--- src/rtl/bin_bbox_detect_if.sv ---
// Video-in, video-out and per-frame box result bundle around bin_bbox_detect.
// Pixel stream has no backpressure: the source is the master, the detector is the slave.
interface bin_bbox_detect_if;
    logic        per_img_vsync;
    logic        per_img_href;
    logic [7:0]  per_img_gray;
    logic        post_img_vsync;
    logic        post_img_href;
    logic [7:0]  post_img_gray;
    logic        box_valid;
    logic        box_found;
    logic [10:0] box_xmin;
    logic [10:0] box_xmax;
    logic [10:0] box_ymin;
    logic [10:0] box_ymax;
    logic [19:0] box_count;

    modport master (
        output per_img_vsync, per_img_href, per_img_gray,
        input  post_img_vsync, post_img_href, post_img_gray,
        input  box_valid, box_found, box_xmin, box_xmax, box_ymin, box_ymax, box_count
    );

    modport slave (
        input  per_img_vsync, per_img_href, per_img_gray,
        output post_img_vsync, post_img_href, post_img_gray,
        output box_valid, box_found, box_xmin, box_xmax, box_ymin, box_ymax, box_count
    );
endinterface

--- src/rtl/bin_bbox_detect.sv ---
// Foreground bounding box + pixel count per frame, with last frame's box overlaid on the video.
// Video latency 2 clocks; box_valid 3 clocks after vsync falls; no backpressure (stream never stalls).
module bin_bbox_detect #(
    parameter logic [10:0] IMG_HDISP  = 11'd640,
    parameter logic [10:0] IMG_VDISP  = 11'd480,
    parameter logic [19:0] MIN_PIXELS = 20'd16,
    parameter logic [7:0]  BOX_GRAY   = 8'd128
) (
    input  logic           clk,
    input  logic           rst,
    bin_bbox_detect_if.slave bus
);
    typedef enum logic [1:0] {IDLE, ACTIVE, LATCH} state_t;

    localparam logic [10:0] CNT_MAX = 11'h7FF;
    localparam logic [19:0] PIX_MAX = 20'hFFFFF;

    state_t      state_q, state_d;
    logic        s1_vsync_q, s1_href_q;
    logic [7:0]  s1_gray_q;
    logic        post_vsync_q, post_href_q;
    logic [7:0]  post_gray_q;
    logic        armed_q;
    logic [10:0] x_cnt_q, y_cnt_q;
    logic [10:0] xmin_q, xmax_q, ymin_q, ymax_q;
    logic [19:0] cnt_q;
    logic        box_valid_q, box_found_q;
    logic [10:0] box_xmin_q, box_xmax_q, box_ymin_q, box_ymax_q;
    logic [19:0] box_count_q;

    logic vsync_rise, vsync_fall, href_fall, fg_pix;
    logic init, acc, latch;
    logic on_col, on_row, border;

    // A vsync already high when reset is released must not look like a frame start.
    assign vsync_rise = s1_vsync_q & ~post_vsync_q & armed_q;
    assign vsync_fall = ~s1_vsync_q & post_vsync_q;
    assign href_fall  = ~s1_href_q & post_href_q;
    assign fg_pix     = s1_href_q && (s1_gray_q == 8'd0) &&
                        (x_cnt_q < IMG_HDISP) && (y_cnt_q < IMG_VDISP);

    always_comb begin
        state_d = state_q;
        init    = 1'b0;
        acc     = 1'b0;
        latch   = 1'b0;
        if (vsync_rise) begin
            state_d = ACTIVE;
            init    = 1'b1;
        end else begin
            case (state_q)
                IDLE:    state_d = IDLE;
                ACTIVE: begin
                    acc = fg_pix;
                    if (vsync_fall) state_d = LATCH;
                end
                LATCH: begin
                    latch   = 1'b1;
                    state_d = IDLE;
                end
                default: state_d = IDLE;
            endcase
        end
    end

    always_ff @(posedge clk or posedge rst) begin
        if (rst) state_q <= IDLE;
        else     state_q <= state_d;
    end

    always_ff @(posedge clk or posedge rst) begin
        if (rst) begin
            s1_vsync_q   <= 1'b0;
            s1_href_q    <= 1'b0;
            s1_gray_q    <= 8'd0;
            post_vsync_q <= 1'b0;
            post_href_q  <= 1'b0;
            post_gray_q  <= 8'd0;
            armed_q      <= 1'b0;
            x_cnt_q      <= 11'd0;
            y_cnt_q      <= 11'd0;
        end else begin
            s1_vsync_q   <= bus.per_img_vsync;
            s1_href_q    <= bus.per_img_href;
            s1_gray_q    <= bus.per_img_gray;
            post_vsync_q <= s1_vsync_q;
            post_href_q  <= s1_href_q;
            post_gray_q  <= border ? BOX_GRAY : s1_gray_q;
            armed_q      <= armed_q | ~bus.per_img_vsync;
            if (!s1_href_q)             x_cnt_q <= 11'd0;
            else if (x_cnt_q != CNT_MAX) x_cnt_q <= x_cnt_q + 11'd1;
            if (vsync_rise)                           y_cnt_q <= 11'd0;
            else if (href_fall && y_cnt_q != CNT_MAX) y_cnt_q <= y_cnt_q + 11'd1;
        end
    end

    always_ff @(posedge clk or posedge rst) begin
        if (rst) begin
            xmin_q <= CNT_MAX;
            xmax_q <= 11'd0;
            ymin_q <= CNT_MAX;
            ymax_q <= 11'd0;
            cnt_q  <= 20'd0;
        end else if (init) begin
            xmin_q <= CNT_MAX;
            xmax_q <= 11'd0;
            ymin_q <= CNT_MAX;
            ymax_q <= 11'd0;
            cnt_q  <= 20'd0;
        end else if (acc) begin
            if (x_cnt_q < xmin_q) xmin_q <= x_cnt_q;
            if (x_cnt_q > xmax_q) xmax_q <= x_cnt_q;
            if (y_cnt_q < ymin_q) ymin_q <= y_cnt_q;
            if (y_cnt_q > ymax_q) ymax_q <= y_cnt_q;
            if (cnt_q != PIX_MAX) cnt_q <= cnt_q + 20'd1;
        end
    end

    always_ff @(posedge clk or posedge rst) begin
        if (rst) begin
            box_valid_q <= 1'b0;
            box_found_q <= 1'b0;
            box_xmin_q  <= 11'd0;
            box_xmax_q  <= 11'd0;
            box_ymin_q  <= 11'd0;
            box_ymax_q  <= 11'd0;
            box_count_q <= 20'd0;
        end else begin
            box_valid_q <= latch;
            if (latch) begin
                box_count_q <= cnt_q;
                box_found_q <= (cnt_q >= MIN_PIXELS);
                if (cnt_q >= MIN_PIXELS) begin
                    box_xmin_q <= xmin_q;
                    box_xmax_q <= xmax_q;
                    box_ymin_q <= ymin_q;
                    box_ymax_q <= ymax_q;
                end else begin
                    box_xmin_q <= 11'd0;
                    box_xmax_q <= 11'd0;
                    box_ymin_q <= 11'd0;
                    box_ymax_q <= 11'd0;
                end
            end
        end
    end

    // Box registers only move in LATCH, while href is low, so a drawn frame never tears.
    assign on_col = ((x_cnt_q == box_xmin_q) || (x_cnt_q == box_xmax_q)) &&
                    (y_cnt_q >= box_ymin_q) && (y_cnt_q <= box_ymax_q);
    assign on_row = ((y_cnt_q == box_ymin_q) || (y_cnt_q == box_ymax_q)) &&
                    (x_cnt_q >= box_xmin_q) && (x_cnt_q <= box_xmax_q);
    assign border = box_found_q && s1_href_q && (on_col || on_row);

    assign bus.post_img_vsync = post_vsync_q;
    assign bus.post_img_href  = post_href_q;
    assign bus.post_img_gray  = post_gray_q;
    assign bus.box_valid      = box_valid_q;
    assign bus.box_found      = box_found_q;
    assign bus.box_xmin       = box_xmin_q;
    assign bus.box_xmax       = box_xmax_q;
    assign bus.box_ymin       = box_ymin_q;
    assign bus.box_ymax       = box_ymax_q;
    assign bus.box_count      = box_count_q;
endmodule

--- src/flat_wrapper.sv ---
// flat-port wrapper written by rule: the top's interface ports become plain ports
module bin_bbox_detect_flat 
#(
    parameter logic [10:0] IMG_HDISP  = 11'd640,
    parameter logic [10:0] IMG_VDISP  = 11'd480,
    parameter logic [19:0] MIN_PIXELS = 20'd16,
    parameter logic [7:0]  BOX_GRAY   = 8'd128
)
  (clk, rst, bus_per_img_vsync, bus_per_img_href, bus_per_img_gray, bus_post_img_vsync, bus_post_img_href, bus_post_img_gray, bus_box_valid, bus_box_found, bus_box_xmin, bus_box_xmax, bus_box_ymin, bus_box_ymax, bus_box_count);
  bin_bbox_detect_if bus_i ();
  input  logic clk;
  input  logic rst;
  input wire logic [$bits(bus_i.per_img_vsync)-1:0] bus_per_img_vsync;
  input wire logic [$bits(bus_i.per_img_href)-1:0] bus_per_img_href;
  input wire logic [$bits(bus_i.per_img_gray)-1:0] bus_per_img_gray;
  output wire logic [$bits(bus_i.post_img_vsync)-1:0] bus_post_img_vsync;
  output wire logic [$bits(bus_i.post_img_href)-1:0] bus_post_img_href;
  output wire logic [$bits(bus_i.post_img_gray)-1:0] bus_post_img_gray;
  output wire logic [$bits(bus_i.box_valid)-1:0] bus_box_valid;
  output wire logic [$bits(bus_i.box_found)-1:0] bus_box_found;
  output wire logic [$bits(bus_i.box_xmin)-1:0] bus_box_xmin;
  output wire logic [$bits(bus_i.box_xmax)-1:0] bus_box_xmax;
  output wire logic [$bits(bus_i.box_ymin)-1:0] bus_box_ymin;
  output wire logic [$bits(bus_i.box_ymax)-1:0] bus_box_ymax;
  output wire logic [$bits(bus_i.box_count)-1:0] bus_box_count;
  assign bus_i.per_img_vsync = bus_per_img_vsync;
  assign bus_i.per_img_href = bus_per_img_href;
  assign bus_i.per_img_gray = bus_per_img_gray;
  assign bus_post_img_vsync = bus_i.post_img_vsync;
  assign bus_post_img_href = bus_i.post_img_href;
  assign bus_post_img_gray = bus_i.post_img_gray;
  assign bus_box_valid = bus_i.box_valid;
  assign bus_box_found = bus_i.box_found;
  assign bus_box_xmin = bus_i.box_xmin;
  assign bus_box_xmax = bus_i.box_xmax;
  assign bus_box_ymin = bus_i.box_ymin;
  assign bus_box_ymax = bus_i.box_ymax;
  assign bus_box_count = bus_i.box_count;
  bin_bbox_detect #(.IMG_HDISP(IMG_HDISP), .IMG_VDISP(IMG_VDISP), .MIN_PIXELS(MIN_PIXELS), .BOX_GRAY(BOX_GRAY)) u_core (.clk(clk), .rst(rst), .bus(bus_i));
endmodule
--- config.mk ---
export PLATFORM = sky130hd
export DESIGN_NAME = bin_bbox_detect_flat
export DESIGN_NICKNAME = d
export VERILOG_FILES = /design/src/rtl/bin_bbox_detect_if.sv /design/src/rtl/bin_bbox_detect.sv /design/src/flat_wrapper.sv
export SDC_FILE = /design/constraint.sdc
export NUM_CORES = 1
export LEC_CHECK = 0
export ABC_AREA = 1
export ABC_CLOCK_PERIOD_IN_PS = 7100
export CORE_ASPECT_RATIO = 1.2
export CORE_MARGIN = 4
export CORE_UTILIZATION = 50
export DETAILED_ROUTE_END_ITERATION = 6
export MAX_ROUTING_LAYER = met4
export PLACE_DENSITY = 0.76
export SLEW_MARGIN = 20
export SYNTH_ARGS = -nofsm -noshare
export SYNTH_HDL_FRONTEND = slang
export SYNTH_SLANG_ARGS = --single-unit
--- constraint.sdc ---
create_clock -name clk -period 7.1 [get_ports clk]
set_input_delay 1.42 -clock clk [delete_from_list [all_inputs] [get_ports clk]]
set_output_delay 1.42 -clock clk [all_outputs]
set_load 0.01 [all_outputs]
==> impl_metrics.ini <==
[cts]
cts_tree = built
cts_root_buffer = clkbuf_16
cts_buffer_depth = 2
cts_buffers = 17
cts.sinks = 175
cts.clk_slew.worst_paths_ns = 0.07
post_cts_buffers = 0
clock_latency_ns = 0.43
htree_levels = 4
cts_resized = 0
postCtsHoldBufs = 0

[routing]
viasPerCell = 5.228
drt_pre_antenna_iters = 5
routed_wl_um = 22630
highest_layer = met4
route.antenna.remaining_nets = 0
dr_wl_met2_um = 11310
drt-met1-wl_um = 9948
initialDrtViolationCount = 528
wl_met3_um = 1004
drcViolationCount = 0
wl_per_cell_um = 14.85
vias = 7968

[sta]
slew_viol_final = 0
rsz0062_at_grt = false
setup_tns_ns = 0
skew_ns = 0.008124
finalCritPeriodShare_pct = 40.13
finalWorstSetupSlack_ns = 4.251
finalHoldViolCount = 0
fin_crit_ns = 2.849
worstMarginPinSlew_ns = 0.9801
timing.slew.headroom_pct = 34.66
hold_slack_ns = 0.3837
timing.fmax_mhz = 351.0
setup_viol = 0

[worst_setup_path]
r2r_end = u_core.cnt_q[1]$_DFFE_PP0P_
r2r-start = u_core.s1_vsync_q$_DFF_PP0_
reg2reg_depth = 10
cp-start-kind = flop
cpPeakStageDelay_ns = 0.58
cp_top_family = buffers and inverters
crit_buf_inv = 1
worstPathCellList = clkdlybuf4s50_1
critPathKind = flop to output pin
cpMaxStageDelayCell = clkdlybuf4s50_1
worstPathMaxFanout = 3
cp-startpoint = u_core.bus.box_ymin[0]$_DFFE_PP0P_
required_ns = 5.68
path_depth = 1
arrival_ns = 1.43
r2r_slack_ns = 4.42
endpoint_kind = output pin

[outcome]
status = finished clean

[placed_design]
dp_slack_ns = 3.917
portBuffers = 87
place_congestion = 0.9364
hpwl_um = 16300

[floorplan]
die-height_um = 161.3
fp-row-count = 55
io_pins = 88
die_w_um = 135.7
core_um2 = 19060
start_util_pct = 51.34
fp.dieArea_um2 = 21890

[hold_path]
min_to = u_core.bus.post_img_vsync$_DFF_PP0_
hold_depth = 0
hp-class = flop to flop
hp-start = u_core.s1_vsync_q$_DFF_PP0_

[yosys]
syn-cell-area_um2 = 9787
yosysTopAreaCell = dfrtp_1
syn_avg_cell_area_um2 = 8.308
ys_async_sr_fraction_pct = 100.0
synthTopCellsByArea = dfrtp_1 (39%), ha_1 (12%), nand2_1 (11%)
seq_area_frac_synth_pct = 45.03
syn_inst = 1178
ys_types = 37
synth_top_family_by_area = simple AND/OR/NAND/NOR gates
synth_compound_area_share_pct = 9.409
yosys.area.top_type_share_pct = 39.12
yosys_register_bits = 175
synth_most_common_cell = nand2_1
synth_xor_area_share_pct = 1.969
synth_nets = 1280
synth_warnings = 0
synthAdderAreaFrac_pct = 11.51
synth-edff-count = 0
synth-simple-area-share_pct = 23.31
synth_top_flop_cell = dfrtp_1
muxShareOfSynthArea_pct = 0
synth_commonest_cells = nand2_1 (295), inv_1 (171), dfrtp_1 (153)

[pwr]
clockPowerShare_pct = 42.8
switching_share_pct = 25.45
powerDensity_nw_per_um2 = 205.4
ir_worst_vdd_mv = 0.1655
p_comb_share_pct = 11.1
leakagePower_nw = 5.616
p_seq_share_pct = 46.1
p_switching_w = 0.0006000
p_int_w = 0.001757

[grt]
grt_pass1_wl_um = 38620
grt_overflow = 0
grt_max_degree = 80
grt_use_total_pct = 22.47
antenna_found_initial = 0
first_global_vias = 8003

[layout]
drive_gt1_share_pct = 8.991
area_delta_synth_final_pct = 17.28
utilization_pct = 60.22
nNetsFinal = 1357
nFillCells = 1678
n_antenna_cell = 0

[flow_run]
maxCapViolCount = 0
## power groups by stage
stage               clock network [W]  logic, W  registers [W]
finish                        0.00101  0.000262        0.00109
floorplan                           0  0.000184        0.00110
detailed placement                  0  0.000264        0.00110
CTS                           0.00103  0.000265        0.00109
global placement                    0  0.000256        0.00110
global route                  0.00108  0.000302        0.00109
## area by class of cell
cell class | count | area [µm²] | area share (%)
clock buffer | 20 | 456.7 | 3.979
clock inverter | 12 | 182.7 | 1.591
sequential | 175 | 4407 | 38.39
inverter | 175 | 664.4 | 5.788
multi-input combinational | 793 | 4532 | 39.48
timing repair buffer | 93 | 915.9 | 7.979
tap | 256 | 320.3 | 2.790
## worst max path at each step
stage / endpoint
4_1_cts: bus_box_ymin[0]
3_3_place_gp: u_core.bus.box_xmax[6]$_DFFE_PP0P_
5_1_grt: u_core.cnt_q[1]$_DFFE_PP0P_
6_report: bus_box_ymin[0]
2_1_floorplan: u_core.armed_q$_DFF_PP0_
3_5_place_dp: u_core.bus.box_xmin[6]$_DFFE_PP0P_
## sequential cells by signal (all words and copies together), names as in the netlist, 11 cells and up
signal and flops:
u_core.bus.box_count 20, u_core.cnt_q 20, u_core.bus.box_xmax 11, u_core.bus.box_xmin 11
u_core.bus.box_ymax 11, u_core.bus.box_ymin 11, u_core.x_cnt_q 11, u_core.xmax_q 11
u_core.xmin_q 11, u_core.y_cnt_q 11, u_core.ymax_q 11, u_core.ymin_q 11
## per-stage QoR
step	power, W	area, µm²	cells
after floorplan	0.001283	9787	1178
after global placement	0.001360	10840	1492
after detailed placement	0.001368	10840	1492
after CTS	0.002377	11480	1524
after global routing	0.002472	11480	1524
final	0.002357	11480	1524
## routing by layer
| layer | up-vias | GRT usage, % |
|---|---|---|
| li1 | 3996 | - |
| met1 | 3748 | 29.07 |
| met2 | 191 | 36.53 |
| met3 | 33 | 4.112 |
| met4 | 0 | 6.095 |
| met5 | - | - |
## logic make-up (layout without fill, tap and decap cells)
| family | after synthesis | after routing |
|---|---|---|
| AO/OA/AOI/OAI | 158 | 158 |
| AND/OR/NAND/NOR | 523 | 523 |
| adder cells (fa/ha/maj) | 90 | 90 |
| buffers and inverters | 210 | 300 |
| XOR/XNOR | 22 | 22 |
| flip-flops | 175 | 175 |
## layout by cell type, fill, tap and decap left out, types with 6 or more instances in the layout
master / instances
ha_1: 90
o21ai_0: 40
o21ai_1: 9
o21ai_2: 17
inv_1: 168
nand4_1: 23
clkdlybuf4s50_1: 87
o22ai_1: 40
dfrtp_1: 153
nor2_1: 69
a21oi_1: 45
nand2_1: 295
buf_4: 6
nor3_1: 13
nand2_2: 12
xor2_1: 20
clkbuf_16: 17
nand3_1: 86
dfstp_2: 22
Note: power is estimated with default switching activity, not from simulation.
